**src/rtl/poly_mul_pkg.sv**
```systemverilog
// Shared definitions for the polynomial-multiplier sequencer: state encoding,
// operation-table entry layout and the default operation programme.
package poly_mul_pkg;

  typedef enum logic [1:0] {
    ST_IDLE = 2'd0,
    ST_RUN  = 2'd1,
    ST_GAP  = 2'd2,
    ST_ERR  = 2'd3
  } seq_state_e;

  // Widest fields any build may use; narrower builds take the low bits.
  localparam int MAX_CONF_W = 8;
  localparam int MAX_SEL_W  = 4;

  typedef struct packed {
    logic [MAX_CONF_W-1:0] conf;
    logic [MAX_SEL_W-1:0]  sel;
    logic                  last;
  } def_entry_t;

  localparam int OP_NTT  = 1;
  localparam int OP_PWM  = 4;
  localparam int OP_INTT = 3;
  localparam int OP_FIN  = 5;

  // Packed entry layout is {conf, sel, last}, last in bit 0.
  function automatic int entry_width(input int conf_w, input int sel_w);
    return conf_w + sel_w + 1;
  endfunction

  function automatic def_entry_t default_entry(input int idx);
    def_entry_t e;
    e = '0;
    case (idx)
      0: begin
        e.conf = 8'(OP_NTT);
        e.sel  = 4'd0;
        e.last = 1'b0;
      end
      1: begin
        e.conf = 8'(OP_PWM);
        e.sel  = 4'd1;
        e.last = 1'b0;
      end
      2: begin
        e.conf = 8'(OP_INTT);
        e.sel  = 4'd2;
        e.last = 1'b0;
      end
      3: begin
        e.conf = 8'(OP_FIN);
        e.sel  = 4'd2;
        e.last = 1'b1;
      end
      default: e = '0;
    endcase
    return e;
  endfunction

endpackage

```
**src/rtl/poly_mul_sequencer_table.sv**
```systemverilog
// seq_op_table: N_OPS-deep operation table with synchronous write, reset to the
// default programme, and two combinational read ports (current entry, entry to load).
module seq_op_table
  import poly_mul_pkg::*;
#(
  parameter int CONF_W = 3,
  parameter int SEL_W  = 2,
  parameter int N_OPS  = 4,
  parameter int IDX_W  = 2
) (
  input  logic              clk,
  input  logic              rst,
  input  logic              we,
  input  logic [IDX_W-1:0]  waddr,
  input  logic [CONF_W-1:0] wconf,
  input  logic [SEL_W-1:0]  wsel,
  input  logic              wlast,
  input  logic [IDX_W-1:0]  raddr,
  output logic [SEL_W-1:0]  rsel,
  output logic              rlast,
  input  logic [IDX_W-1:0]  laddr,
  output logic [CONF_W-1:0] lconf
);

  localparam int ENTRY_W = entry_width(CONF_W, SEL_W);

  logic [ENTRY_W-1:0] mem_r [N_OPS];

  function automatic logic [ENTRY_W-1:0] reset_entry(input int idx);
    def_entry_t d;
    d = default_entry(idx);
    return {d.conf[CONF_W-1:0], d.sel[SEL_W-1:0], d.last};
  endfunction

  // Table storage: default programme on reset, host writes otherwise.
  always_ff @(posedge clk) begin
    if (rst) begin
      for (int i = 0; i < N_OPS; i++) begin
        mem_r[i] <= reset_entry(i);
      end
    end else if (we) begin
      mem_r[waddr] <= {wconf, wsel, wlast};
    end
  end

  assign rlast = mem_r[raddr][0];
  assign rsel  = mem_r[raddr][SEL_W:1];
  assign lconf = mem_r[laddr][ENTRY_W-1:SEL_W+1];

endmodule

```
**src/rtl/poly_mul_sequencer.sv**
```systemverilog
// poly_mul_sequencer: issues table operations on conf, waits for a done_flag rising
// edge, then idles GAP_CYCLES before the next. Watchdog built when SEQ_TIMEOUT_EN is defined.
module poly_mul_sequencer
#(
  parameter int CONF_W     = 3,
  parameter int DONE_W     = 3,
  parameter int N_OPS      = 4,
  parameter int IDX_W      = 2,
  parameter int SEL_W      = 2,
  parameter int GAP_CYCLES = 2,
  parameter int TIMEOUT    = 16384
) (
  input  logic              clk,
  input  logic              rst,
  input  logic              start,
  input  logic              abort,
  input  logic              prog_we,
  input  logic [IDX_W-1:0]  prog_addr,
  input  logic [CONF_W-1:0] prog_conf,
  input  logic [SEL_W-1:0]  prog_sel,
  input  logic              prog_last,
  input  logic [DONE_W-1:0] done_flag,
  output logic [CONF_W-1:0] conf,
  output logic [IDX_W-1:0]  op_idx,
  output logic              busy,
  output logic              seq_done,
  output logic              error
);

  import poly_mul_pkg::*;

  localparam logic [IDX_W-1:0] LAST_IDX = IDX_W'(N_OPS - 1);
  localparam logic [7:0]       GAP_LOAD = (GAP_CYCLES > 0) ? 8'(GAP_CYCLES - 1) : 8'd0;

  seq_state_e        state_r, state_nxt;
  logic [CONF_W-1:0] conf_r, conf_nxt;
  logic [IDX_W-1:0]  op_idx_r, op_idx_nxt;
  logic              busy_r, busy_nxt;
  logic              seq_done_r, seq_done_nxt;
  logic [7:0]        gap_cnt_r, gap_cnt_nxt;
  logic [DONE_W-1:0] done_q_r;
  logic              tbl_we_s;
  logic [SEL_W-1:0]  cur_sel_s;
  logic              cur_last_s;
  logic [IDX_W-1:0]  ld_addr_s;
  logic [CONF_W-1:0] ld_conf_s;
  logic              event_s;

`ifdef SEQ_TIMEOUT_EN
  localparam int WAIT_W = $clog2(TIMEOUT + 1);
  localparam logic [WAIT_W-1:0] WAIT_LAST = WAIT_W'(TIMEOUT - 1);
  logic [WAIT_W-1:0] wait_r, wait_nxt;
  logic              error_r, error_nxt;
`endif

  seq_op_table #(
    .CONF_W (CONF_W),
    .SEL_W  (SEL_W),
    .N_OPS  (N_OPS),
    .IDX_W  (IDX_W)
  ) u_table (
    .clk   (clk),
    .rst   (rst),
    .we    (tbl_we_s),
    .waddr (prog_addr),
    .wconf (prog_conf),
    .wsel  (prog_sel),
    .wlast (prog_last),
    .raddr (op_idx_r),
    .rsel  (cur_sel_s),
    .rlast (cur_last_s),
    .laddr (ld_addr_s),
    .lconf (ld_conf_s)
  );

  // From IDLE the entry to load is entry 0; otherwise the one after the current.
  assign ld_addr_s = (state_r == ST_IDLE) ? {IDX_W{1'b0}} : op_idx_r + IDX_W'(1);

  // Completion event: selected done bit rose since the previous cycle.
  always_comb begin
    event_s = 1'b0;
    for (int i = 0; i < DONE_W; i++) begin
      event_s = (cur_sel_s == SEL_W'(i)) ? (done_flag[i] & ~done_q_r[i]) : event_s;
    end
  end

  // Next-state and next-output logic; abort overrides every state.
  always_comb begin
    state_nxt    = state_r;
    conf_nxt     = conf_r;
    op_idx_nxt   = op_idx_r;
    busy_nxt     = busy_r;
    seq_done_nxt = 1'b0;
    gap_cnt_nxt  = gap_cnt_r;
    tbl_we_s     = 1'b0;
`ifdef SEQ_TIMEOUT_EN
    wait_nxt     = wait_r;
    error_nxt    = error_r;
`endif
    if (abort) begin
      state_nxt   = ST_IDLE;
      conf_nxt    = {CONF_W{1'b0}};
      op_idx_nxt  = {IDX_W{1'b0}};
      busy_nxt    = 1'b0;
      gap_cnt_nxt = 8'd0;
`ifdef SEQ_TIMEOUT_EN
      wait_nxt    = {WAIT_W{1'b0}};
      error_nxt   = 1'b0;
`endif
    end else begin
      case (state_r)
        ST_IDLE: begin
          if (prog_we) begin
            tbl_we_s = 1'b1;
          end else if (start) begin
            state_nxt  = ST_RUN;
            conf_nxt   = ld_conf_s;
            op_idx_nxt = {IDX_W{1'b0}};
            busy_nxt   = 1'b1;
`ifdef SEQ_TIMEOUT_EN
            wait_nxt   = {WAIT_W{1'b0}};
`endif
          end else begin
            state_nxt = ST_IDLE;
          end
        end
        ST_RUN: begin
          if (event_s) begin
            if (cur_last_s || (op_idx_r == LAST_IDX)) begin
              state_nxt    = ST_IDLE;
              conf_nxt     = {CONF_W{1'b0}};
              busy_nxt     = 1'b0;
              seq_done_nxt = 1'b1;
            end else if (GAP_CYCLES > 0) begin
              state_nxt   = ST_GAP;
              conf_nxt    = {CONF_W{1'b0}};
              gap_cnt_nxt = GAP_LOAD;
            end else begin
              conf_nxt   = ld_conf_s;
              op_idx_nxt = op_idx_r + IDX_W'(1);
`ifdef SEQ_TIMEOUT_EN
              wait_nxt   = {WAIT_W{1'b0}};
`endif
            end
          end
`ifdef SEQ_TIMEOUT_EN
          else if (wait_r == WAIT_LAST) begin
            state_nxt = ST_ERR;
            conf_nxt  = {CONF_W{1'b0}};
            busy_nxt  = 1'b0;
            error_nxt = 1'b1;
          end else begin
            wait_nxt = wait_r + WAIT_W'(1);
          end
`else
          else begin
            state_nxt = ST_RUN;
          end
`endif
        end
        ST_GAP: begin
          if (gap_cnt_r == 8'd0) begin
            state_nxt  = ST_RUN;
            conf_nxt   = ld_conf_s;
            op_idx_nxt = op_idx_r + IDX_W'(1);
`ifdef SEQ_TIMEOUT_EN
            wait_nxt   = {WAIT_W{1'b0}};
`endif
          end else begin
            gap_cnt_nxt = gap_cnt_r - 8'd1;
          end
        end
        ST_ERR: begin
          state_nxt = ST_ERR;
        end
        default: begin
          state_nxt = ST_IDLE;
          conf_nxt  = {CONF_W{1'b0}};
          busy_nxt  = 1'b0;
        end
      endcase
    end
  end

  // State and output registers.
  always_ff @(posedge clk) begin
    if (rst) begin
      state_r    <= ST_IDLE;
      conf_r     <= {CONF_W{1'b0}};
      op_idx_r   <= {IDX_W{1'b0}};
      busy_r     <= 1'b0;
      seq_done_r <= 1'b0;
      gap_cnt_r  <= 8'd0;
    end else begin
      state_r    <= state_nxt;
      conf_r     <= conf_nxt;
      op_idx_r   <= op_idx_nxt;
      busy_r     <= busy_nxt;
      seq_done_r <= seq_done_nxt;
      gap_cnt_r  <= gap_cnt_nxt;
    end
  end

  // Previous done_flag sample, refreshed every cycle so stale-high bits never count.
  always_ff @(posedge clk) begin
    done_q_r <= done_flag;
  end

`ifdef SEQ_TIMEOUT_EN
  // Watchdog counter and sticky error flag.
  always_ff @(posedge clk) begin
    if (rst) begin
      wait_r  <= {WAIT_W{1'b0}};
      error_r <= 1'b0;
    end else begin
      wait_r  <= wait_nxt;
      error_r <= error_nxt;
    end
  end

  assign error = error_r;
`else
  logic unused_timeout;
  assign unused_timeout = (TIMEOUT == 0);
  assign error          = 1'b0;
`endif

  assign conf     = conf_r;
  assign op_idx   = op_idx_r;
  assign busy     = busy_r;
  assign seq_done = seq_done_r;

endmodule

```
**config.mk**
```make
export PLATFORM = sky130hd
export DESIGN_NAME = poly_mul_sequencer
export DESIGN_NICKNAME = d
export VERILOG_FILES = /design/src/rtl/poly_mul_pkg.sv /design/src/rtl/poly_mul_sequencer_table.sv /design/src/rtl/poly_mul_sequencer.sv
export SDC_FILE = /design/constraint.sdc
export NUM_CORES = 1
export LEC_CHECK = 0
export ABC_CLOCK_PERIOD_IN_PS = 5700
export BUFFER_PORTS_ARGS = -buffer_cell sky130_fd_sc_hd__buf_2
export CORE_UTILIZATION = 60
export DETAILED_ROUTE_END_ITERATION = 6
export GPL_TIMING_DRIVEN = 0
export HOLD_SLACK_MARGIN = 0.15
export MAX_ROUTING_LAYER = met4
export PLACE_DENSITY = 0.81
export SLEW_MARGIN = 20
export SYNTH_ARGS = -nofsm -noshare
export SYNTH_HDL_FRONTEND = slang
export SYNTH_SLANG_ARGS = --single-unit
```
**constraint.sdc**
```tcl
create_clock -name clk -period 5.7 [get_ports clk]
set_clock_uncertainty 0.1 [all_clocks]
set_input_delay 0.855 -clock clk [delete_from_list [all_inputs] [get_ports clk]]
set_output_delay 0.855 -clock clk [all_outputs]
set_load 0.02 [all_outputs]
```
== Yosys cells after proc, flatten, opt, wreduce, memory -nomap -nowiden ==
Memory sizes are Yosys's and may differ from the RTL's. A register that Yosys moved wholly into a read port is not among the register bits.
Index checks and enable logic that the tools add are counted.
Storage, ports and cells
  flip-flop bits (word level): 20
  memory bits (writable): 24
  input port bits: 16
  output and inout bits: 8
  word-level logic and storage cells: 93
  memories kept: 1
Memories
  u_table.mem_r: depth 4, bits a word 6, rd ports 2, clocked after Yosys merged registers in 1, wr ports 4, line poly_mul_sequencer_table.sv:27  | logic [ENTRY_W-1:0] mem_r [N_OPS];
Operators by class
  $add $sub $neg: 2
  equal/unequal tests: 13
  muxes and demuxes: 46
  bitwise logic cells: 8
  reduce and logical (&&, ||, !) cells: 16
Operators with widths (count)
  2-to-1 mux 8 bit: 7
  2-to-1 mux 2 bit: 11
  2-to-1 mux 1 bit: 18
  case mux 8 bit (2 select lines): 1
  inequality test 2 bit, second input constant: 7
  2-to-1 mux 3 bit: 4
  AND reduction 5 bit: 2
  case mux 3 bit (3 select lines): 1
  == test 2 bit, second input constant: 4
  zero test 8 bit: 1
  case mux 2 bit (4 select lines): 1
  AND reduction 4 bit: 2
  subtractor 8 x 1 -> 8 bit, second input constant: 1
  2-to-1 mux 6 bit: 1
  nonzero test 2 bit: 3
  OR reduction 6 bit: 1
  NOT 1 bit: 5
  == test 2 x 1 -> 1 bit, second input constant: 2
  zero test 2 bit: 2
  case mux 2 bit (2 select lines): 1
  OR reduction 4 bit: 1
  bitwise AND 1 bit: 3
  nonzero test 3 bit: 1
  adder 2 x 1 -> 2 bit, second input constant: 1
  other kinds (4): 4

== Logic depth before layout (Yosys ltp) ==
Gate-level depths: netlist (run 1).
  depth after elaboration: 8
  depth in mapped cells: 8
  mapped depth without buffers: 7

== Hierarchy ==
A second synthesis (run 1) with hierarchy kept.
Unflattened totals
  cell total of the unflattened synthesis: 171
  area, all modules: 2128.3 um2
By module, submodules not included
  seq_op_table: times used 1, cells an instance 65, area each 1116.1 um2, seq. area each 720.7 um2
  poly_mul_sequencer: times used 1, cells an instance 106, area each 1012.2 um2, seq. area each 400.4 um2

== Worst setup path before layout (run 1) ==
OpenSTA, ideal clock, no wires.
  path kind: input to register
  start point: input prog_we
  end point: memory u_table.mem_r[0][0] (netlist name), enable pin
  library setup time: 0.304 ns
  data arrival time: 1.968 ns
  required time: 5.296 ns
  setup slack: 3.328 ns
  stages on the path: 4
  buffers on the path: 0
  cell sequence: nor2b_1 -> nor3b_2 -> nor3b_1 -> or2_2
RTL lines
  start: declaration: line poly_mul_sequencer.sv:17  | input logic prog_we,
  end: declaration: line poly_mul_sequencer_table.sv:27

==> flow_summary.json, run 1 <==
{
  "vias": 1543,
  "synth_cells": 190,
  "hp-class": "flop to flop",
  "reg2reg_from": "state_r[0]",
  "die-area_um2": 3800,
  "hold_start": "conf[1]",
  "hold_viol": 0,
  "p_leak_nw": 0.8701,
  "clk_path_buf_depth": 2,
  "pwr-share-comb_pct": 7.7,
  "p_int_mw": 0.4195,
  "post_drt_wl_per_cell_um": 15.93,
  "antenna_found_initial": 0,
  "synth_top_area_cell": "edfxtp_1",
  "required_ps": 5670,
  "insertedDiodeCount": 0,
  "io_buffers": 22,
  "grt.total_usage_pct": 26.79,
  "fillers": 288,
  "sw_frac_of_total_pct": 23.90,
  "first_pass_iters": 4,
  "worst_pin_slew_ps": 779.1,
  "yosysUniqueCellTypes": 45,
  "status": "finished, final reports clean",
  "cts_htree_levels": 2,
  "yosys_register_bits": 46,
  "finalCriticalPeriod_ps": 2787,
  "fin_total_pwr_mw": 0.5513,
  "cts_root_buf": "clkbuf_4",
  "grt_overflow": 0,
  "fin_nets": 238,
  "synth_top_cell_area_share_pct": 33.76,
  "place_congestion": 0.9153,
  "crit_fanout": 9,
  "cts_tree": "built",
  "dieWidth_um": 61.65,
  "die-height_um": 61.65,
  "ys_top_cells_by_area": "edfxtp_1 34%, dfxtp_1 21%, and2_1 4.1%, nor2_1 3.2%, nand2b_1 2.9%",
  "postRouteAntennaNets": 0,
  "hold_depth": 2,
  "rsz0062_at_grt": "false",
  "slew_violations": 0,
  "drc": 0,
  "dpl.hpwl_um": 3245,
  "netlist_area_um2": 2135,
  "cts_hold_buf": 0,
  "cts_buffers": 5,
  "register_area_um2": 1161,
  "clock_sinks": 46,
  "final_cell_mix": "24 x edfxtp_1, 22 x dfxtp_1, 22 x buf_2",
  "multiInputGateArea_um2": 909.6,
  "grt_pass1_wl_um": 6803,
  "syn2layout_area_growth_pct": 10.38,
  "maxClockFrequency_ghz": 0.3588,
  "clk_latency_ps": 370,
  "floorplan.rows": 21,
  "ir_worst_vdd_mv": 0.1505,
  "setup_violations": 0,
  "synth_area_per_cell_um2": 11.23,
  "core_area_um2": 3363,
  "synth_seq_area_share_pct": 54.40,
  "drv_cap": 0,
  "cp-startpoint": "prog_we",
  "grt_pass1_vias": 1500,
  "synth_nets": 209,
  "start_kind": "input port",
  "ys_warn_count": 0,
  "seqPwrFrac_pct": 65.0,
  "p_switching_mw": 0.1318,
  "grt_max_degree": 15,
  "reg2reg_depth": 6,
  "worst-setup-path-type": "input port to flop",
  "slew_headroom_pct": 47.94,
  "path_clk_slew_ps": 120,
  "fin_tns_setup_ps": 0,
  "powerDensity_nw_per_um2": 234.0,
  "fin_crit_sh_pct": 48.90,
  "post_cts_buffers": 0,
  "totalWireLength_um": 4237,
  "drtIter0Drc": 82,
  "cp.arrival_ps": 2750,
  "p_clk_share_pct": 27.2,
  "final_common_cell": "edfxtp_1",
  "vias_per_cell": 5.801,
  "drive_above_1_share_pct": 20.45,
  "endpoint_kind": "flop",
  "start_util_pct": 63.47,
  "cts_resized": 0,
  "ios": 24
}
-- critical path, stage by stage --
cell	delay [ps]
buf_2	90
nor2b_1	220
nor3b_2	520
nor3b_1	710
or2_2	350
-- cell families after synthesis --
group,after synthesis,synth area share (%)
buf+inv,13,2.989
fa+ha+maj,3,1.759
other cells,1,0.1757
mux,9,6.506
compound gates,27,9.086
flops,46,54.40
simple gates,87,23.45
xor+xnor,4,1.642
-- sequential cells by signal, summed over array words and instances (netlist names), named ones only --
register       flops
u_table.mem_r     24
state_r            2
done_q_r           3
gap_cnt_r          8
seq_done           1
busy               1
op_idx             2
conf               3
-- Yosys cell counts, drive strengths merged --
master  number
edfxtp      24
dfxtp       22
nor2        18
and2        14
nand2b      10
inv          8
nand3        8
a21oi        6
mux2i        6
o21ai        6
nand2        5
nor3         5
nor3b        5
or2          5
clkbuf       4
nor4         4
o32ai        4
ha           3
mux4         3
nor2b        3
o221ai       3
or2b         3
or4          3
and3b        2
xnor2        2
xor2         2
a211oi       1
a311oi       1
a31oi        1
a41o         1
buf          1
conb         1
nand4        1
o211ai       1
o21a         1
o311ai       1
o31ai        1
or3b         1
-- metrics by stage --
step	instances	worst slack (ps)	hold WS [ps]	utilization [%]	area, um2
final	266	2913	404.4	70.05	2356
after global placement	258	2594	372.9	68.45	2302
after floorplan	190	3328	357.8	-	2135
after CTS	266	2957	403.6	70.05	2356
after detailed placement	258	2556	383.5	68.45	2302
after global routing	266	2717	425.3	70.05	2356
-- final timing paths --
check	to	slack (ps)
setup / recovery	u_table.mem_r[0][4]	2910
hold reg to reg	conf[1]	400
hold / removal	conf[1]	400
setup reg to reg	u_table.mem_r[0][4]	2920
-- power by group through the flow --
| stage | logic [mW] | clock network (mW) | registers (mW) |
|---|---|---|---|
| floorplan | 0.0260 | 0 | 0.366 |
| global placement | 0.0405 | 0 | 0.365 |
| detailed placement | 0.0424 | 0 | 0.366 |
| CTS | 0.0424 | 0.153 | 0.359 |
| global route | 0.0466 | 0.171 | 0.359 |
| finish | 0.0426 | 0.150 | 0.359 |
-- routing by layer --
layer	GRT usage [%]	share of wire, %	vias up
li1	-	-	758
met1	30.25	43	725
met2	43.63	50	51
met3	8.613	5.0	9
met4	11.43	2.1	0
met5	-	0	-
-- cell type report --
| cell class | instances | share of cell area [%] |
|---|---|---|
| buffer | 5 | 1.434 |
| clock buffer | 5 | 1.593 |
| clock inverter | 3 | 0.6904 |
| inverter | 8 | 1.275 |
| multi-input combinational | 131 | 38.61 |
| sequential | 46 | 49.28 |
| tap | 46 | 2.443 |
| timing repair buffer | 22 | 4.673 |
Power figures use the tool's default switching activity.
==> run 2, diff against run 1 <==
--- a/config.mk
+++ b/config.mk
@@ -5,14 +5,14 @@
 export SDC_FILE = /design/constraint.sdc
 export NUM_CORES = 1
 export LEC_CHECK = 0
-export ABC_CLOCK_PERIOD_IN_PS = 5700
+export ABC_CLOCK_PERIOD_IN_PS = 2800
 export BUFFER_PORTS_ARGS = -buffer_cell sky130_fd_sc_hd__buf_2
-export CORE_UTILIZATION = 60
+export CORE_UTILIZATION = 57
 export DETAILED_ROUTE_END_ITERATION = 6
 export GPL_TIMING_DRIVEN = 0
 export HOLD_SLACK_MARGIN = 0.15
 export MAX_ROUTING_LAYER = met4
-export PLACE_DENSITY = 0.81
+export PLACE_DENSITY = 0.78
 export SLEW_MARGIN = 20
 export SYNTH_ARGS = -nofsm -noshare
 export SYNTH_HDL_FRONTEND = slang
==> constraint.sdc (replaced) <==
create_clock -name clk -period 2.8 [get_ports clk]
set_clock_uncertainty 0.1 [all_clocks]
set_input_delay 0.42 -clock clk [delete_from_list [all_inputs] [get_ports clk]]
set_output_delay 0.42 -clock clk [all_outputs]
set_load 0.02 [all_outputs]
==> run 2 against run 1 <==
Non-clock buffer count rose by 3. Largest cell class unchanged. Critical path depth rose by 1. Clock power rose to 2.7 times the previous value. Worst hold slack got worse by 120 ps. Setup slack got worse by 2600 ps. Clock-buffer cell count did not move. Register-to-register slack got worse by 2600 ps. Sequential cell count did not move. Final cell count rose by 1.1%. Sequential share of layout area fell by 1.4 points. First-iteration DRC count rose by 52%. Total power rose by 120%.
==> flow_summary.json, run 2 (synthesized netlist as in run 1, its figures left out) <==
{
  "hp-class": "input port to flop",
  "cp.arrival_ps": 2390,
  "grt_pass1_vias": 1517,
  "drv_cap": 0,
  "grt_overflow": 0,
  "register_area_um2": 1161,
  "worst-setup-path-type": "flop to flop",
  "cts_buffers": 5,
  "die-area_um2": 3994,
  "hold_viol": 0,
  "drtIter0Drc": 125,
  "slew_violations": 0,
  "slew_headroom_pct": 64.35,
  "final_cell_mix": "24 x edfxtp_1, 22 x dfxtp_1, 22 x buf_2",
  "crit_fanout": 9,
  "postRouteAntennaNets": 0,
  "io_buffers": 22,
  "antenna_found_initial": 0,
  "drc": 0,
  "totalWireLength_um": 4154,
  "cts_tree": "built",
  "post_cts_buffers": 0,
  "worst-r2r-setup-slack_ps": 330,
  "vias_per_cell": 5.755,
  "dieWidth_um": 63.20,
  "largest-register": "u_table.mem_r",
  "vias": 1548,
  "clk_path_buf_depth": 2,
  "wl_met1_um": 1871,
  "die-height_um": 63.20,
  "powerDensity_nw_per_um2": 504.9,
  "fin_crit_sh_pct": 88.38,
  "grt_pass1_wl_um": 7224,
  "worst_pin_slew_ps": 532.5,
  "wl_met3_um": 217,
  "required_ps": 2710,
  "clock_sinks": 46,
  "setup_violations": 0,
  "path_clk_slew_ps": 90,
  "maxClockFrequency_ghz": 0.4041,
  "drive_above_1_share_pct": 21.52,
  "endpoint_kind": "flop",
  "fin_hold_ws_ps": 289.3,
  "floorplan.rows": 21,
  "status": "finished, final reports clean",
  "final_common_cell": "edfxtp_1",
  "first_pass_iters": 4,
  "grt.total_usage_pct": 24.70,
  "cts_root_buf": "clkbuf_8",
  "p_leak_nw": 0.8978,
  "reg.largest.list": "u_table.mem_r: 24 flops, gap_cnt_r: 8 flops",
  "post_drt_wl_per_cell_um": 15.44,
  "grt_max_degree": 16,
  "fin_tns_setup_ps": 0,
  "start_kind": "flop",
  "finalCriticalPeriod_ps": 2475,
  "insertedDiodeCount": 0,
  "multiInputGateArea_um2": 914.6,
  "largest_reg_flops": 24,
  "wl_met2_um": 2000,
  "start_util_pct": 61.54,
  "clk_latency_ps": 310,
  "fillers": 262,
  "dpl.hpwl_um": 3068,
  "ir_worst_vdd_mv": 0.3805,
  "top_layer": "met4",
  "place_congestion": 0.8653,
  "fin_nets": 241,
  "core_area_um2": 3468,
  "syn2layout_area_growth_pct": 13.72,
  "cts_htree_levels": 2,
  "ios": 24,
  "rsz0062_at_grt": "false"
}
## run 2: cell type report
cell class / count / area share (%)
multi-input combinational: 131 / 37.68
timing repair buffer: 25 / 5.773
sequential: 46 / 47.83
clock inverter: 3 / 0.8763
clock buffer: 5 / 2.835
inverter: 8 / 1.237
tap: 46 / 2.371
buffer: 5 / 1.392
## run 2: worst max-delay path, stage by stage, from the launching register on
cell	delay, ps
dfxtp_1	310
clkbuf_2	160
inv_1	140
nand2_1	190
nor3b_2	510
nor3b_2	480
or2_2	290
## run 2: report_power, final
group	leakage [nW]	switching, mW	total, mW	internal (mW)
clock network	0.0441	0.230	0.405	0.175
logic	0.453	0.0529	0.0908	0.0380
registers	0.400	0.00519	0.729	0.724
## run 2: worst paths after layout
check                             end   startpoint  depth (start not counted)
hold reg to reg               conf[0]      conf[0]                          2
setup / recovery  u_table.mem_r[0][4]   state_r[0]                          6
setup reg to reg  u_table.mem_r[0][4]   state_r[0]                          6
hold / removal    u_table.mem_r[2][2]  prog_sel[1]                          2
## run 2: repair_timing
item,4_1_cts,5_1_grt
hold buffers,3,0
endpoints found under the hold margin,3,0
resized for setup,0,1
setup endpoints to repair,0,6
## run 2: routing by layer
metal / track usage, % / up-vias
li1: - / 763
met4: 10.23 / 0
met3: 4.891 / 7
met2: 38.71 / 54
met5: - / -
met1: 31.41 / 724
## run 2: metrics by stage
| step | setup WS (ps) | util (%) | cells | total power [mW] | cell area [um2] |
|---|---|---|---|---|---|
| 3_3_place_gp | 108.4 | 66.38 | 258 | 0.8267 | 2302 |
| 5_1_grt | 138.8 | 69.99 | 269 | 1.266 | 2427 |
| 3_5_place_dp | 92.95 | 66.38 | 258 | 0.8315 | 2302 |
| 6_report | 325.4 | 69.99 | 269 | 1.226 | 2427 |
| 2_1_floorplan | 741.4 | - | 190 | 0.7981 | 2135 |
| 4_1_cts | 82.76 | 69.84 | 269 | 1.228 | 2422 |
